$ cat config.mk
export PLATFORM = sky130hd
export DESIGN_NAME = jb_clk_en_car_mc_flat
export DESIGN_NICKNAME = d
export VERILOG_FILES = /design/src/rtl/jb_clk_en_car_mc_if.sv /design/src/rtl/jb_clk_en_car_mc.sv /design/src/flat_wrapper.sv
export SDC_FILE = /design/constraint.sdc
export NUM_CORES = 1
export LEC_CHECK = 0
export BUFFER_PORTS_ARGS = -buffer_cell sky130_fd_sc_hd__buf_4
export CELL_PAD_IN_SITES_DETAIL_PLACEMENT = 1
export CELL_PAD_IN_SITES_GLOBAL_PLACEMENT = 2
export CORE_ASPECT_RATIO = 0.9
export CORE_MARGIN = 5
export CORE_UTILIZATION = 37
export DETAILED_ROUTE_END_ITERATION = 6
export GPL_ROUTABILITY_DRIVEN = 0
export PLACE_DENSITY = 0.9
export SLEW_MARGIN = 15
export SYNTH_ARGS = -nofsm -noshare
export SYNTH_HDL_FRONTEND = slang
export SYNTH_SLANG_ARGS = --single-unit
$ cat constraint.sdc
create_clock -name clk -period 3 [get_ports clk]
set_input_delay 0.6 -clock clk [delete_from_list [all_inputs] [get_ports clk]]
set_output_delay 0.6 -clock clk [all_outputs]
set_load 0.02 [all_outputs]
$ cat src/rtl/jb_clk_en_car_mc_if.sv
// Carrier-control bundle between the configuration registers and the clock-enable controller.
interface jb_clk_en_car_mc_if #(
    parameter int unsigned NUM_CAR = 4
);
    logic [NUM_CAR-1:0]   car_en;
    logic [2*NUM_CAR-1:0] car_bw;
    logic [NUM_CAR-1:0]   clk_en;
    logic [NUM_CAR-1:0]   clk_fft_en;
    logic [NUM_CAR-1:0]   car_resetn;
    logic [NUM_CAR-1:0]   dfe_flush;
    logic [NUM_CAR-1:0]   car_busy;
    logic                 all_idle;

    modport master (
        output car_en, car_bw,
        input  clk_en, clk_fft_en, car_resetn, dfe_flush, car_busy, all_idle
    );

    modport slave (
        input  car_en, car_bw,
        output clk_en, clk_fft_en, car_resetn, dfe_flush, car_busy, all_idle
    );
endinterface

$ cat src/rtl/jb_clk_en_car_mc.sv
// Multi-carrier clock-enable controller with per-carrier enable/flush/reset sequencer.
// Optional on-the-fly bandwidth re-sequencing: define JB_CLK_EN_CAR_BW_CHANGE_EN.
module jb_clk_en_car_mc #(
    parameter int unsigned NUM_CAR      = 4,
    parameter int unsigned FLUSH_CYCLES = 2048,
    parameter int unsigned RST_CYCLES   = 16,
    parameter int unsigned CNT_W        = 16
) (
    input  logic              clk,
    input  logic              reset,
    jb_clk_en_car_mc_if.slave bus
);
    localparam int unsigned DIV_W = 4;
    localparam logic [CNT_W-1:0] FLUSH_LAST = CNT_W'(FLUSH_CYCLES - 1);
    localparam logic [CNT_W-1:0] RST_LAST   = CNT_W'(RST_CYCLES - 1);

    typedef enum logic [2:0] {
        S_IDLE, S_START, S_RUN, S_FLUSH, S_RST_ON, S_CLK_OFF, S_RST_OFF
    } state_t;

    state_t             state_q [NUM_CAR];
    state_t             state_d [NUM_CAR];
    logic [CNT_W-1:0]   cnt_q   [NUM_CAR];
    logic [CNT_W-1:0]   cnt_d   [NUM_CAR];
    logic [DIV_W-1:0]   div_q   [NUM_CAR];
    logic [DIV_W-1:0]   div_d   [NUM_CAR];
    logic [1:0]         bw_q    [NUM_CAR];
    logic [1:0]         bw_d    [NUM_CAR];

    logic [NUM_CAR-1:0] clk_en_q, clk_en_d;
    logic [NUM_CAR-1:0] fft_en_q, fft_en_d;
    logic [NUM_CAR-1:0] resetn_q, resetn_d;
    logic [NUM_CAR-1:0] flush_q, flush_d;
    logic [NUM_CAR-1:0] busy_q, busy_d;
    logic               all_idle_q, all_idle_d;

    // Divider masks: enable fires when the masked div count is zero.
    function automatic logic [DIV_W-1:0] clk_mask(input logic [1:0] bw);
        case (bw)
            2'b01:   return 4'd1;
            2'b10:   return 4'd3;
            default: return 4'd0;
        endcase
    endfunction

    function automatic logic [DIV_W-1:0] fft_mask(input logic [1:0] bw);
        case (bw)
            2'b01:   return 4'd7;
            2'b10:   return 4'd15;
            default: return 4'd3;
        endcase
    endfunction

    function automatic logic running(input state_t s);
        return (s == S_RUN) || (s == S_FLUSH) || (s == S_RST_ON);
    endfunction

    function automatic logic waiting(input state_t s);
        return (s == S_FLUSH) || (s == S_RST_ON) || (s == S_CLK_OFF) || (s == S_RST_OFF);
    endfunction

    always_comb begin
        clk_en_d   = '0;
        fft_en_d   = '0;
        resetn_d   = '0;
        flush_d    = '0;
        busy_d     = '0;
        all_idle_d = &(~busy_q);
        for (int n = 0; n < NUM_CAR; n++) begin
            state_d[n] = state_q[n];
            cnt_d[n]   = cnt_q[n];
            div_d[n]   = div_q[n];
            bw_d[n]    = bw_q[n];

            case (state_q[n])
                S_IDLE: begin
                    if (bus.car_en[n]) begin
                        bw_d[n]    = bus.car_bw[2*n +: 2];
                        state_d[n] = S_START;
                    end
                end
                S_START: begin
                    div_d[n]   = '0;
                    state_d[n] = S_RUN;
                end
                S_RUN: begin
                    if (!bus.car_en[n]) begin
                        state_d[n] = S_FLUSH;
                    end
`ifdef JB_CLK_EN_CAR_BW_CHANGE_EN
                    else if (bus.car_bw[2*n +: 2] != bw_q[n]) begin
                        state_d[n] = S_FLUSH;
                    end
`endif
                end
                S_FLUSH:   if (cnt_q[n] == FLUSH_LAST) state_d[n] = S_RST_ON;
                S_RST_ON:  if (cnt_q[n] == RST_LAST)   state_d[n] = S_CLK_OFF;
                S_CLK_OFF: if (cnt_q[n] == RST_LAST)   state_d[n] = S_RST_OFF;
                S_RST_OFF: if (cnt_q[n] == RST_LAST)   state_d[n] = S_IDLE;
                default:   state_d[n] = S_IDLE;
            endcase

            if (state_d[n] != state_q[n]) begin
                cnt_d[n] = '0;
            end else if (waiting(state_q[n])) begin
                cnt_d[n] = cnt_q[n] + CNT_W'(1);
            end

            // Enables run until the edge that enters CLK_OFF.
            if (running(state_q[n])) begin
                div_d[n] = div_q[n] + DIV_W'(1);
                if (state_d[n] != S_CLK_OFF) begin
                    clk_en_d[n] = (div_q[n] & clk_mask(bw_q[n])) == '0;
                    fft_en_d[n] = (div_q[n] & fft_mask(bw_q[n])) == '0;
                end
            end

            resetn_d[n] = !((state_d[n] == S_RST_ON) || (state_d[n] == S_CLK_OFF));
            flush_d[n]  = waiting(state_q[n]);
            busy_d[n]   = state_q[n] != S_IDLE;
        end
    end

    always_ff @(posedge clk) begin
        if (reset) begin
            for (int n = 0; n < NUM_CAR; n++) begin
                state_q[n] <= S_IDLE;
                cnt_q[n]   <= '0;
                div_q[n]   <= '0;
                bw_q[n]    <= '0;
            end
            clk_en_q   <= '0;
            fft_en_q   <= '0;
            resetn_q   <= '0;
            flush_q    <= '0;
            busy_q     <= '0;
            all_idle_q <= 1'b0;
        end else begin
            for (int n = 0; n < NUM_CAR; n++) begin
                state_q[n] <= state_d[n];
                cnt_q[n]   <= cnt_d[n];
                div_q[n]   <= div_d[n];
                bw_q[n]    <= bw_d[n];
            end
            clk_en_q   <= clk_en_d;
            fft_en_q   <= fft_en_d;
            resetn_q   <= resetn_d;
            flush_q    <= flush_d;
            busy_q     <= busy_d;
            all_idle_q <= all_idle_d;
        end
    end

    assign bus.clk_en     = clk_en_q;
    assign bus.clk_fft_en = fft_en_q;
    assign bus.car_resetn = resetn_q;
    assign bus.dfe_flush  = flush_q;
    assign bus.car_busy   = busy_q;
    assign bus.all_idle   = all_idle_q;
endmodule

$ cat src/flat_wrapper.sv
// flat-port wrapper written by rule: the top's interface ports become plain ports
module jb_clk_en_car_mc_flat 
#(
    parameter int unsigned NUM_CAR      = 4,
    parameter int unsigned FLUSH_CYCLES = 2048,
    parameter int unsigned RST_CYCLES   = 16,
    parameter int unsigned CNT_W        = 16
)
  (clk, reset, bus_car_en, bus_car_bw, bus_clk_en, bus_clk_fft_en, bus_car_resetn, bus_dfe_flush, bus_car_busy, bus_all_idle);
  jb_clk_en_car_mc_if #(.NUM_CAR(NUM_CAR)) bus_i ();
  input  logic clk;
  input  logic reset;
  input wire logic [$bits(bus_i.car_en)-1:0] bus_car_en;
  input wire logic [$bits(bus_i.car_bw)-1:0] bus_car_bw;
  output wire logic [$bits(bus_i.clk_en)-1:0] bus_clk_en;
  output wire logic [$bits(bus_i.clk_fft_en)-1:0] bus_clk_fft_en;
  output wire logic [$bits(bus_i.car_resetn)-1:0] bus_car_resetn;
  output wire logic [$bits(bus_i.dfe_flush)-1:0] bus_dfe_flush;
  output wire logic [$bits(bus_i.car_busy)-1:0] bus_car_busy;
  output wire logic [$bits(bus_i.all_idle)-1:0] bus_all_idle;
  assign bus_i.car_en = bus_car_en;
  assign bus_i.car_bw = bus_car_bw;
  assign bus_clk_en = bus_i.clk_en;
  assign bus_clk_fft_en = bus_i.clk_fft_en;
  assign bus_car_resetn = bus_i.car_resetn;
  assign bus_dfe_flush = bus_i.dfe_flush;
  assign bus_car_busy = bus_i.car_busy;
  assign bus_all_idle = bus_i.all_idle;
  jb_clk_en_car_mc #(.NUM_CAR(NUM_CAR), .FLUSH_CYCLES(FLUSH_CYCLES), .RST_CYCLES(RST_CYCLES), .CNT_W(CNT_W)) u_core (.clk(clk), .reset(reset), .bus(bus_i));
endmodule
Word level (Yosys, flattened, before mapping):

Memories as Yosys holds them, arrays and structs flattened.
Cells that the tools add are included.

* add/subtract/negate cells: 8
* equality and inequality tests: 56
* mux-type cells: 95
* bitwise logic cells: 33
* reductions and logical operators: 49

Operators with widths (number)
* 16-bit two-way mux: 12
* 4-bit two-way mux: 28
* 3-bit two-way mux: 28
* 3-bit one-hot mux with 7 select lines: 4
* 16-bit by 1-bit adder with 16-bit output, second input constant: 4
* 16-bit by 11-bit equality test with 1-bit output, second input constant: 4
* 16-bit by 4-bit equality test with 1-bit output, second input constant: 4
* 3-bit equality test, second input constant: 20
* 4-bit AND: 8
* 4-bit zero test: 8
* 4-bit one-hot mux with 2 select lines: 4
* 3-bit by 2-bit equality test with 1-bit output, second input constant: 8
* 1-bit logical OR: 24
* 2-bit two-way mux: 12
* 4-bit by 1-bit adder with 4-bit output, second input constant: 4
* 1-bit OR: 16
* 2-bit one-hot mux with 2 select lines: 4
* 3-bit by 1-bit equality test with 1-bit output, second input constant: 4
* 3-bit zero test: 4
* 3-bit inequality test: 4
* 3-bit inequality test, second input constant: 4
* 3-bit nonzero test: 4
* 3-bit OR reduction: 4
* 2-bit by 1-bit equality test with 1-bit output, second input constant: 4
* 6 further kinds: 21

* register bits: 21
* RAM bits: 100
* input port bits: 14
* output and inout port bits: 21
* logic and storage cells: 257
* memories kept: 4

Memories
* u_core.cnt_q: words 4, width 16, rd ports 4, clocked after Yosys merged registers in 0, wr ports 4, RTL line jb_clk_en_car_mc.sv:23 `logic [CNT_W-1:0] cnt_q [NUM_CAR];`
* u_core.div_q: words 4, width 4, rd ports 4, clocked after Yosys merged registers in 0, wr ports 4, RTL line jb_clk_en_car_mc.sv:25 `logic [DIV_W-1:0] div_q [NUM_CAR];`
* u_core.state_q: words 4, width 3, rd ports 4, clocked after Yosys merged registers in 0, wr ports 4, RTL line jb_clk_en_car_mc.sv:21 `state_t state_q [NUM_CAR];`
* u_core.bw_q: words 4, width 2, rd ports 4, clocked after Yosys merged registers in 0, wr ports 4, RTL line jb_clk_en_car_mc.sv:27 `logic [1:0] bw_q [NUM_CAR];`

Depth between registers and ports, before layout:

Gate-level depths: netlist of the first run.
An unclocked memory read counts as a cell.

* depth in word-level cells: 9
* gate-level depth with buffers: 8
* gate-level depth less buffers: 6

Worst setup path after synthesis of the first run:

OpenSTA, ideal clock, no wires.

* path type: reg2reg
* from: mem u_core.cnt_q[0][0]
* to: mem u_core.cnt_q[0][6]
* setup time: 0.115 ns
* data arrival time: 2.023 ns
* required time: 2.885 ns
* setup slack: 0.862 ns
* stages on the path, launching flop included: 9
* buffers on the path: 2
* period minus slack after synthesis: 2.138 ns
* path through: dfxtp_1 > ha_1 > or4b_1 > and4b_1 > buf_2 > a21oi_1 > o311ai_4 > buf_4 > nor2_1

RTL lines (RTL line)
* start: declaration: jb_clk_en_car_mc.sv:23

==> flow_summary.ini, run 1 <==
[run_status]
status = finished, final reports clean

[synth]
synthTopCellsByCount = dfxtp_1, nor2_1, nand2_1
yosysUniqueCellTypes = 64
syn_inst = 729
avgSynthCellArea_um2 = 8.27
ys.flop_type = dfxtp_1
ys_seq_area_frac = 0.402
yosysWarnings = 0
synth_edf_count = 0
syn_nets = 759
synth-async-reset-ratio = 0
synth_top_area_frac = 0.402
ys_seq_elements = 121
yosysMostFrequentCell = dfxtp_1
syn_area_um2 = 6030
synth.area.top_cells = dfxtp_1, nor2_1, xor2_1
yosys.area.top_type = dfxtp_1

[clock_tree]
cts_tree = done
cts_buffer_depth = 2
clock_latency_ps = 420
clock_sinks = 121
post_cts_buffers = 0
path_clk_slew_ps = 60
cts_resized = 0
h-tree-depth = 4
numCtsBuffers = 17
cts.root.buffer_cell = clkbuf_16
ctsHoldBuffers = 0

[floorplanning]
die-area_um2 = 18900
fp-row-count = 44
ios = 35
die_h_um = 131
initial_core_util = 0.375
coreArea_um2 = 16100
die_x_um = 145

[worst_setup_path]
cp_data_required_time_ps = 3270
cp-start-kind = register
path_class = register to register
critPathMaxFanout = 16
end_kind = register
arrival_ps = 2850

[timing]
min_period_ps = 2570
finalClockSkew_ps = 9.57
worst_pin_slew_ps = 822
finalMaxSlewViolations = 0
tns_ps = 0
max_freq_ghz = 0.389
rsz0062_at_grt = no
fin_crit_sh = 0.857
finalHoldViolations = 0
setup_violations = 0
slew_headroom = 0.448

[cells_and_area]
nets = 792
area_delta_synth_final_pct = 16.8
post-route-util = 0.438
multi_input_area_um2 = 3410
fin_cells = 982
nFillCells = 1953
diodes = 0
seqCellArea_um2 = 2420
drive_gt1_frac = 0.114

[grt]
grt-ovfl-total = 0
grt_pass1_wl_um = 26800
grt_max_degree = 38
antenna_found_initial = 1
grt_pass1_vias = 5556
grt_use_total = 0.176

[pwr]
leakage_nw = 2.57
power.density_nw_per_um2 = 590
peakVddDrop_mv = 0.417
power.total_w = 0.00415

[drt]
drtAntennaViolNets = 0
dr.pass1.iters = 4
dr_wl_met2_um = 8000
drc = 0
drtIter0Drc = 155
wl_met3_um = 521
wl_met1_um = 6880
wirelength_um = 15600
wl_per_cell_um = 15.9
highest_layer = met5
viasPerCell = 5.40
vias = 5304

[placement]
place_inst = 950
hpwlAfterDp_um = 11100
io_buffers = 34

[worst_hold_path]
hold_path_class = primary input to register

[job]
max-cap-violations = 0
## registers in the layout, indices dropped and copies added, names as in the netlist
register,cells
u_core.cnt_q,64
u_core.div_q,16
u_core.state_q,12
u_core.bw_q,8
u_core.bus.car_busy,4
u_core.bus.car_resetn,4
u_core.bus.clk_en,4
u_core.bus.clk_fft_en,4
u_core.bus.dfe_flush,4
u_core.bus.all_idle,1
## routing by layer
metal	up-vias	track usage
li1	2634	-
met2	56	0.316
met1	2590	0.204
met3	22	0.0468
met5	-	0
met4	2	0.0543
## through the flow
step / hold slack (ps) / worst slack, ps / area [um2]
2_1_floorplan: 436 / 862 / 6030
3_3_place_gp: 445 / 620 / 6460
3_5_place_dp: 455 / 444 / 6460
4_1_cts: 428 / 416 / 7040
5_1_grt: 445 / 227 / 7040
6_report: 447 / 429 / 7040
## cell usage in the layout (no fill, tap or decap), types with 3 or more instances in the layout
master / synthesis / layout
dfxtp_1: 121 / 121
nor2_1: 115 / 115
nand2_1: 62 / 62
a21oi_1: 45 / 45
nand3_1: 40 / 40
xor2_1: 40 / 40
buf_4: 2 / 40
o21ai_0: 30 / 30
nor3_1: 29 / 29
xnor2_1: 24 / 24
inv_1: 20 / 20
nand4_1: 20 / 20
clkbuf_16: 0 / 17
nand2b_1: 16 / 16
ha_1: 16 / 16
and3_1: 10 / 10
and2_1: 7 / 7
nand3b_1: 7 / 7
a31oi_1: 7 / 7
nor2b_1: 7 / 7
a21o_1: 6 / 6
or4_1: 5 / 5
nor4_1: 5 / 5
and4_1: 5 / 5
o21a_1: 5 / 5
mux2i_1: 4 / 4
a21boi_0: 4 / 4
or3_1: 4 / 4
mux2_2: 4 / 4
a41oi_1: 3 / 3
a21bo_2: 3 / 3
a221oi_1: 3 / 3
clkinv_2: 0 / 3
clkbuf_1: 18 / 3
clkinv_4: 0 / 3
clkinvlp_4: 0 / 3
## report_power, final
group          leakage (nW)  switching [W]  internal, W  total (W)
combinational          1.32       0.000247     0.000168   0.000415
sequential            0.981      0.0000860      0.00166    0.00175
clock                 0.273       0.000746      0.00124    0.00199
## worst paths after layout
path | endpoint | slack (ps) | cells after the start | startpoint
worst min-delay path | u_core.bw_q[0][0] | 450 | 3 | bus_car_bw[0]
worst max-delay path | u_core.cnt_q[0][7] | 430 | 6 | u_core.cnt_q[0][0]
worst min register to register | u_core.bw_q[1][1] | 460 | 2 | u_core.bw_q[1][1]
worst max register to register | u_core.cnt_q[0][7] | 430 | 6 | u_core.cnt_q[0][0]
## final cells by class
class	instances	area share
clock inverters	11	0.0176
inverters	20	0.0107
well taps	207	0.0368
clock buffers	21	0.0640
repair buffers	40	0.0427
flip-flops and latches	121	0.344
multi-input cells	562	0.484
## critical path: stages, from the launching register on
cell and delay (ps):
dfxtp_1 410, ha_1 210, or4b_1 470, and4b_1 450, a21oi_1 120, o311ai_4 650, nor2_1 130
## logic make-up (layout without fill, tap and decap cells)
| logic type | count (synthesis) | count (layout) | share of synthesized area |
|---|---|---|---|
| xor gates and xnor gates | 64 | 64 | 0.0930 |
| and+or+nand+nor | 344 | 344 | 0.282 |
| AOI/OAI and AO/OA | 128 | 128 | 0.139 |
| buffers and inverters | 46 | 92 | 0.0326 |
| muxes | 8 | 8 | 0.0141 |
| DFF | 121 | 121 | 0.402 |
| adders and majority gates | 18 | 18 | 0.0365 |
Note: power is estimated with default switching activity, not from simulation.
==> run 2, diff against run 1 <==
--- a/config.mk
+++ b/config.mk
@@ -5,12 +5,13 @@
 export SDC_FILE = /design/constraint.sdc
 export NUM_CORES = 1
 export LEC_CHECK = 0
+export ABC_AREA = 1
 export BUFFER_PORTS_ARGS = -buffer_cell sky130_fd_sc_hd__buf_4
 export CELL_PAD_IN_SITES_DETAIL_PLACEMENT = 1
 export CELL_PAD_IN_SITES_GLOBAL_PLACEMENT = 2
 export CORE_ASPECT_RATIO = 0.9
 export CORE_MARGIN = 5
-export CORE_UTILIZATION = 37
+export CORE_UTILIZATION = 35
 export DETAILED_ROUTE_END_ITERATION = 6
 export GPL_ROUTABILITY_DRIVEN = 0
 export PLACE_DENSITY = 0.9
==> flow_summary.ini, run 2 <==
[cells_and_area]
largestRegisters = u_core.cnt_q x64, u_core.div_q x16, u_core.state_q x12
layout_commonest_cell = nand2_1
area_delta_synth_final_pct = 16.2
drive_gt1_frac = 0.117
nets = 938
final_cell_mix = nand2_1, nor2_1, inv_1
diodes = 0
post-route-util = 0.413
regMostFlops = u_core.cnt_q
largest_reg_flops = 64
nFillCells = 2271

[drt]
drtAntennaViolNets = 0
wl_per_cell_um = 13.0
wirelength_um = 15000
vias = 5376
drtIter0Drc = 227
viasPerCell = 4.64
dr.pass1.iters = 6
drc = 0

[timing]
setup_slack_ps = 985
max_freq_ghz = 0.496
fin_crit_sh = 0.672
finalHoldViolations = 0
finalClockSkew_ps = 7.37
slew_headroom = 0.686
rsz0062_at_grt = no
tns_ps = 0
worst_pin_slew_ps = 469
setup_violations = 0
finalMaxSlewViolations = 0
min_period_ps = 2010

[worst_hold_path]
worstHoldStart = u_core.bw_q[2][0]
hold_path_class = register to register
hold-path-endpoint = u_core.bw_q[2][0]
holdPathStages = 2

[clock_tree]
cts.root.buffer_cell = clkbuf_16
cts_buffer_depth = 2
cts_tree = done
h-tree-depth = 4
post_cts_buffers = 0
clock_sinks = 121
numCtsBuffers = 17
path_clk_slew_ps = 50
clock_latency_ps = 420
ctsHoldBuffers = 0
cts_resized = 0

[worst_setup_path]
arrival_ps = 2350
cp-start-kind = register
cp_cell_sequence = ha_1, nand3_1, nor2_1, nand2_1, nand2_1, nand4_1, nand2_1, nand3_2, nor2_1
slowest_delay_ps = 370
reg2regPathDepth = 9
path_buf_inv = 0
path_class = register to register
critPathMaxFanout = 16
slowest_stage = dfxtp_1
reg2reg_to = u_core.cnt_q[0][25]
r2r_start = u_core.cnt_q[0][16]
crit_top_cell = nand2_1
end_kind = register
cp_data_required_time_ps = 3340
crit_family = simple AND/OR/NAND/NOR gates
rrSetupSlack_ps = 990

[floorplanning]
fp-row-count = 46
die_x_um = 151
die-area_um2 = 20700
initial_core_util = 0.355
coreArea_um2 = 17600
ios = 35
die_h_um = 137

[synth]
syn_nets = 896
ys_seq_elements = 121
synthTopCellsByCount = nand2_1, nor2_1, inv_1
yosys.area.top_type = dfxtp_1
yosysMostFrequentCell = nand2_1
ys.flop_type = dfxtp_1
syn_area_um2 = 6260
syn_inst = 866
synth-async-reset-ratio = 0
muxShareOfSynthArea = 0.00540
yosysWarnings = 0
ys_seq_area_frac = 0.387
synth.area.top_cells = dfxtp_1, nand2_1, nor2_1
yosysUniqueCellTypes = 45
avgSynthCellArea_um2 = 7.23
yosys.area_share.simple = 0.330
synthAdderAreaFrac = 0.0320
synth_compound_area_frac = 0.0672
synth_top_family_by_area = simple AND/OR/NAND/NOR gates
synth-xor-area-share = 0.0868
synth_edf_count = 0
synth_top_area_frac = 0.387

[pwr]
leakage_nw = 3.02
internal_power_w = 0.00303
peakVddDrop_mv = 0.386
switching_share = 0.263
switchingPower_w = 0.00108
pwr-share-comb = 0.119
sequentialPowerShare = 0.417
clkPwrFrac = 0.464
power.density_nw_per_um2 = 566
power.total_w = 0.00411

[grt]
antenna_found_initial = 0
grt_use_total = 0.157
grt_pass1_vias = 5540
grt-ovfl-total = 0
grt_pass1_wl_um = 26200
grt_max_degree = 32

[placement]
place_ws_ps = 953
io_buffers = 34
hpwlAfterDp_um = 11000

[run_status]
status = finished, final reports clean

[job]
max-cap-violations = 0
[run 2: cell types whose count changed in the layout (fill, tap and decap cells not counted), moves of 10 or more]
cell	change
inv_1	+103
nand2_1	+91
nand3_1	+27
a21oi_1	-21
nor2_1	+20
nand2b_1	-16
nor2_2	+16
and3_1	-10
nor3_1	+10
[run 2: metal layers]
metal	GRT usage	vias up	part of all wire
met5	0	-	0
met4	0.0423	0	0.0070
met3	0.0368	8	0.019
met2	0.274	29	0.50
met1	0.194	2508	0.48
li1	-	2831	-
[run 2: worst max path at each step]
stage	startpoint	end	depth (start not counted)
5_1_grt	u_core.cnt_q[0][16]	u_core.cnt_q[0][25]	10
3_3_place_gp	u_core.cnt_q[0][48]	u_core.cnt_q[0][63]	9
2_1_floorplan	u_core.cnt_q[0][0]	u_core.cnt_q[0][6]	11
4_1_cts	u_core.cnt_q[0][48]	u_core.cnt_q[0][56]	9
3_5_place_dp	reset	u_core.cnt_q[0][25]	7
6_report	u_core.cnt_q[0][16]	u_core.cnt_q[0][25]	9
[run 2: metrics by stage]
stage	instance area, um2	cells	hold slack [ps]
floorplan	6260	866	435
global route	7270	1158	457
finish	7270	1158	458
global placement	6730	1129	449
CTS	7270	1158	451
detailed placement	6730	1129	455
[run 2: worst min-delay path: stages (launching register included)]
cell     delay, ps
dfxtp_1        290
inv_1           60
a21oi_1         60
[run 2: kinds of logic (layout without fill, tap and decap cells)]
| group | count (synthesis) | in the layout |
|---|---|---|
| xor gates and xnor gates | 62 | 62 |
| DFF | 121 | 121 |
| and+or+nand+nor | 452 | 452 |
| adders and majority gates | 16 | 16 |
| AOI/OAI and AO/OA | 71 | 71 |
| muxes | 3 | 3 |
| buffers and inverters | 141 | 193 |
[run 2: layout make-up]
type,instances,area (um2),area share
Inverter,128,480,0.0661
Sequential cell,121,2420,0.333
Clock buffer,26,499,0.0686
Timing Repair Buffer,36,270,0.0372
Multi-Input combinational cell,604,3260,0.448
Clock inverter,3,40.0,0.00550
Tap cell,240,300,0.0413
[run 2: power groups by stage]
| stage | logic, W | clock network (W) | registers, W |
|---|---|---|---|
| after floorplan | 0.000327 | 0 | 0.00177 |
| after global placement | 0.000487 | 0 | 0.00175 |
| after detailed placement | 0.000493 | 0 | 0.00175 |
| after CTS | 0.000498 | 0.00197 | 0.00172 |
| after global routing | 0.000550 | 0.00205 | 0.00172 |
| final | 0.000488 | 0.00191 | 0.00172 |
==> run 3, diff against run 2 <==
==> constraint.sdc (replaced) <==
create_clock -name clk -period 2 [get_ports clk]
set_input_delay 0.4 -clock clk [delete_from_list [all_inputs] [get_ports clk]]
set_output_delay 0.4 -clock clk [all_outputs]
set_load 0.02 [all_outputs]
==> flow_summary.ini, run 3 (synthesis gave the netlist of run 2 again) <==
[clock_tree]
cts_tree = done
h-tree-depth = 4
clock_sinks = 121
clock_latency_ps = 420
cts_buffer_depth = 2
cts.root.buffer_cell = clkbuf_16
path_clk_slew_ps = 50
numCtsBuffers = 17
ctsHoldBuffers = 0

[timing]
finalClockSkew_ps = 5.92
finalHoldViolations = 0
fin_crit_sh = 0.926
setup_slack_ps = 147
max_freq_ghz = 0.540
min_period_ps = 1850
hold_ws_ps = 263
worst_pin_slew_ps = 400
setup_violations = 0
slew_headroom = 0.732
finalMaxSlewViolations = 0
rsz0062_at_grt = yes

[cells_and_area]
seqCellArea_um2 = 2420
nets = 957
diodes = 0
final_cell_mix = nand2_1, nor2_1, inv_1
fin_area_um2 = 7660
layout_commonest_cell = nand2_1
area_delta_synth_final_pct = 22.4
multi_input_area_um2 = 3400
drive_gt1_frac = 0.159
largest_reg_flops = 64
regMostFlops = u_core.cnt_q
largestRegisters = u_core.cnt_q x64, u_core.div_q x16, u_core.state_q x12
nFillCells = 2269

[pwr]
pwr-share-comb = 0.129
sequentialPowerShare = 0.379
peakVddDrop_mv = 0.562
switchingPower_w = 0.00174
leakage_nw = 3.18
internal_power_w = 0.00505
switching_share = 0.256
clkPwrFrac = 0.492
power.density_nw_per_um2 = 885

[worst_setup_path]
cp-start-kind = register
end_kind = register
r2r_start = u_core.cnt_q[0][48]
path_class = register to register
worstSetupStartpoint = u_core.cnt_q[0][48]
cp_data_required_time_ps = 2340
critPathMaxFanout = 8
arrival_ps = 2190

[worst_hold_path]
worstHoldStart = bus_car_bw[4]
hold_path_class = primary input to register

[grt]
antenna_found_initial = 0
grt_max_degree = 31
grt_pass1_vias = 5434
grt_use_total = 0.157
grt-ovfl-total = 0
grt_pass1_wl_um = 26000

[placement]
io_buffers = 34
hpwlAfterDp_um = 11100
place_ws_ps = 24.3
placed_area_um2 = 6860

[floorplanning]
die-area_um2 = 20700
die_h_um = 137
initial_core_util = 0.355
fp-row-count = 46
coreArea_um2 = 17600
die_x_um = 151
ios = 35

[drt]
dr.pass1.iters = 4
wirelength_um = 15800
viasPerCell = 4.67
drtAntennaViolNets = 0
vias = 5511
wl_per_cell_um = 13.4
drc = 0
drtIter0Drc = 175

[run_status]
status = finished, final reports clean

[job]
max-cap-violations = 0
-- run 3: final timing paths --
kind | slack, ps | cells after the start | endpoint
worst max-delay path | 150 | 9 | u_core.cnt_q[0][50]
worst min-delay path | 260 | 3 | u_core.bw_q[2][0]
worst max register to register | 150 | 9 | u_core.cnt_q[0][50]
worst min register to register | 460 | 2 | u_core.bw_q[2][0]
-- run 3: power groups by stage --
stage | combinational, W | sequential [W] | clock, W
floorplan | 0.000490 | 0.00265 | 0
global placement | 0.000780 | 0.00262 | 0
detailed placement | 0.000794 | 0.00262 | 0
CTS | 0.000806 | 0.00257 | 0.00343
global route | 0.000966 | 0.00259 | 0.00355
finish | 0.000873 | 0.00257 | 0.00334
-- run 3: worst max-delay path, stage by stage, from the launching register on --
cell	delay (ps)
dfxtp_1	370
ha_1	180
nand3_1	150
nor2_4	140
nand2_1	90
nand2_1	100
nand2_1	110
o21ai_4	250
nand3_4	200
nor3_1	180
-- run 3: cell type report --
type / count / area share
tap: 240 / 0.0392
sequential: 121 / 0.316
multi-input combinational: 606 / 0.443
timing repair buffer: 53 / 0.0552
inverter: 128 / 0.0627
clock inverter: 7 / 0.0180
clock buffer: 24 / 0.0655
-- run 3: metrics by stage --
step / std cells / TNS [ps] / total power, W / util
after detailed placement: 1143 / 0 / 0.00342 / 0.390
after CTS: 1174 / 0 / 0.00681 / 0.426
after global routing: 1179 / -61.7 / 0.00710 / 0.435
after floorplan: 866 / 0 / 0.00314 / -
final: 1179 / 0 / 0.00678 / 0.435
after global placement: 1143 / 0 / 0.00340 / 0.390
-- run 3: what timing repair did --
item                       4_1_cts  5_1_grt
gates resized for setup          0       28
buffers inserted                 0        3
setup endpoints to repair        0       53
hold endpoints to repair         0        0
-- run 3: layer usage --
layer	up-vias	share of wire	GRT usage
met5	-	0	0
met2	32	0.48	0.260
met1	2585	0.48	0.202
met4	0	0.0092	0.0443
li1	2883	-	-
met3	11	0.024	0.0414
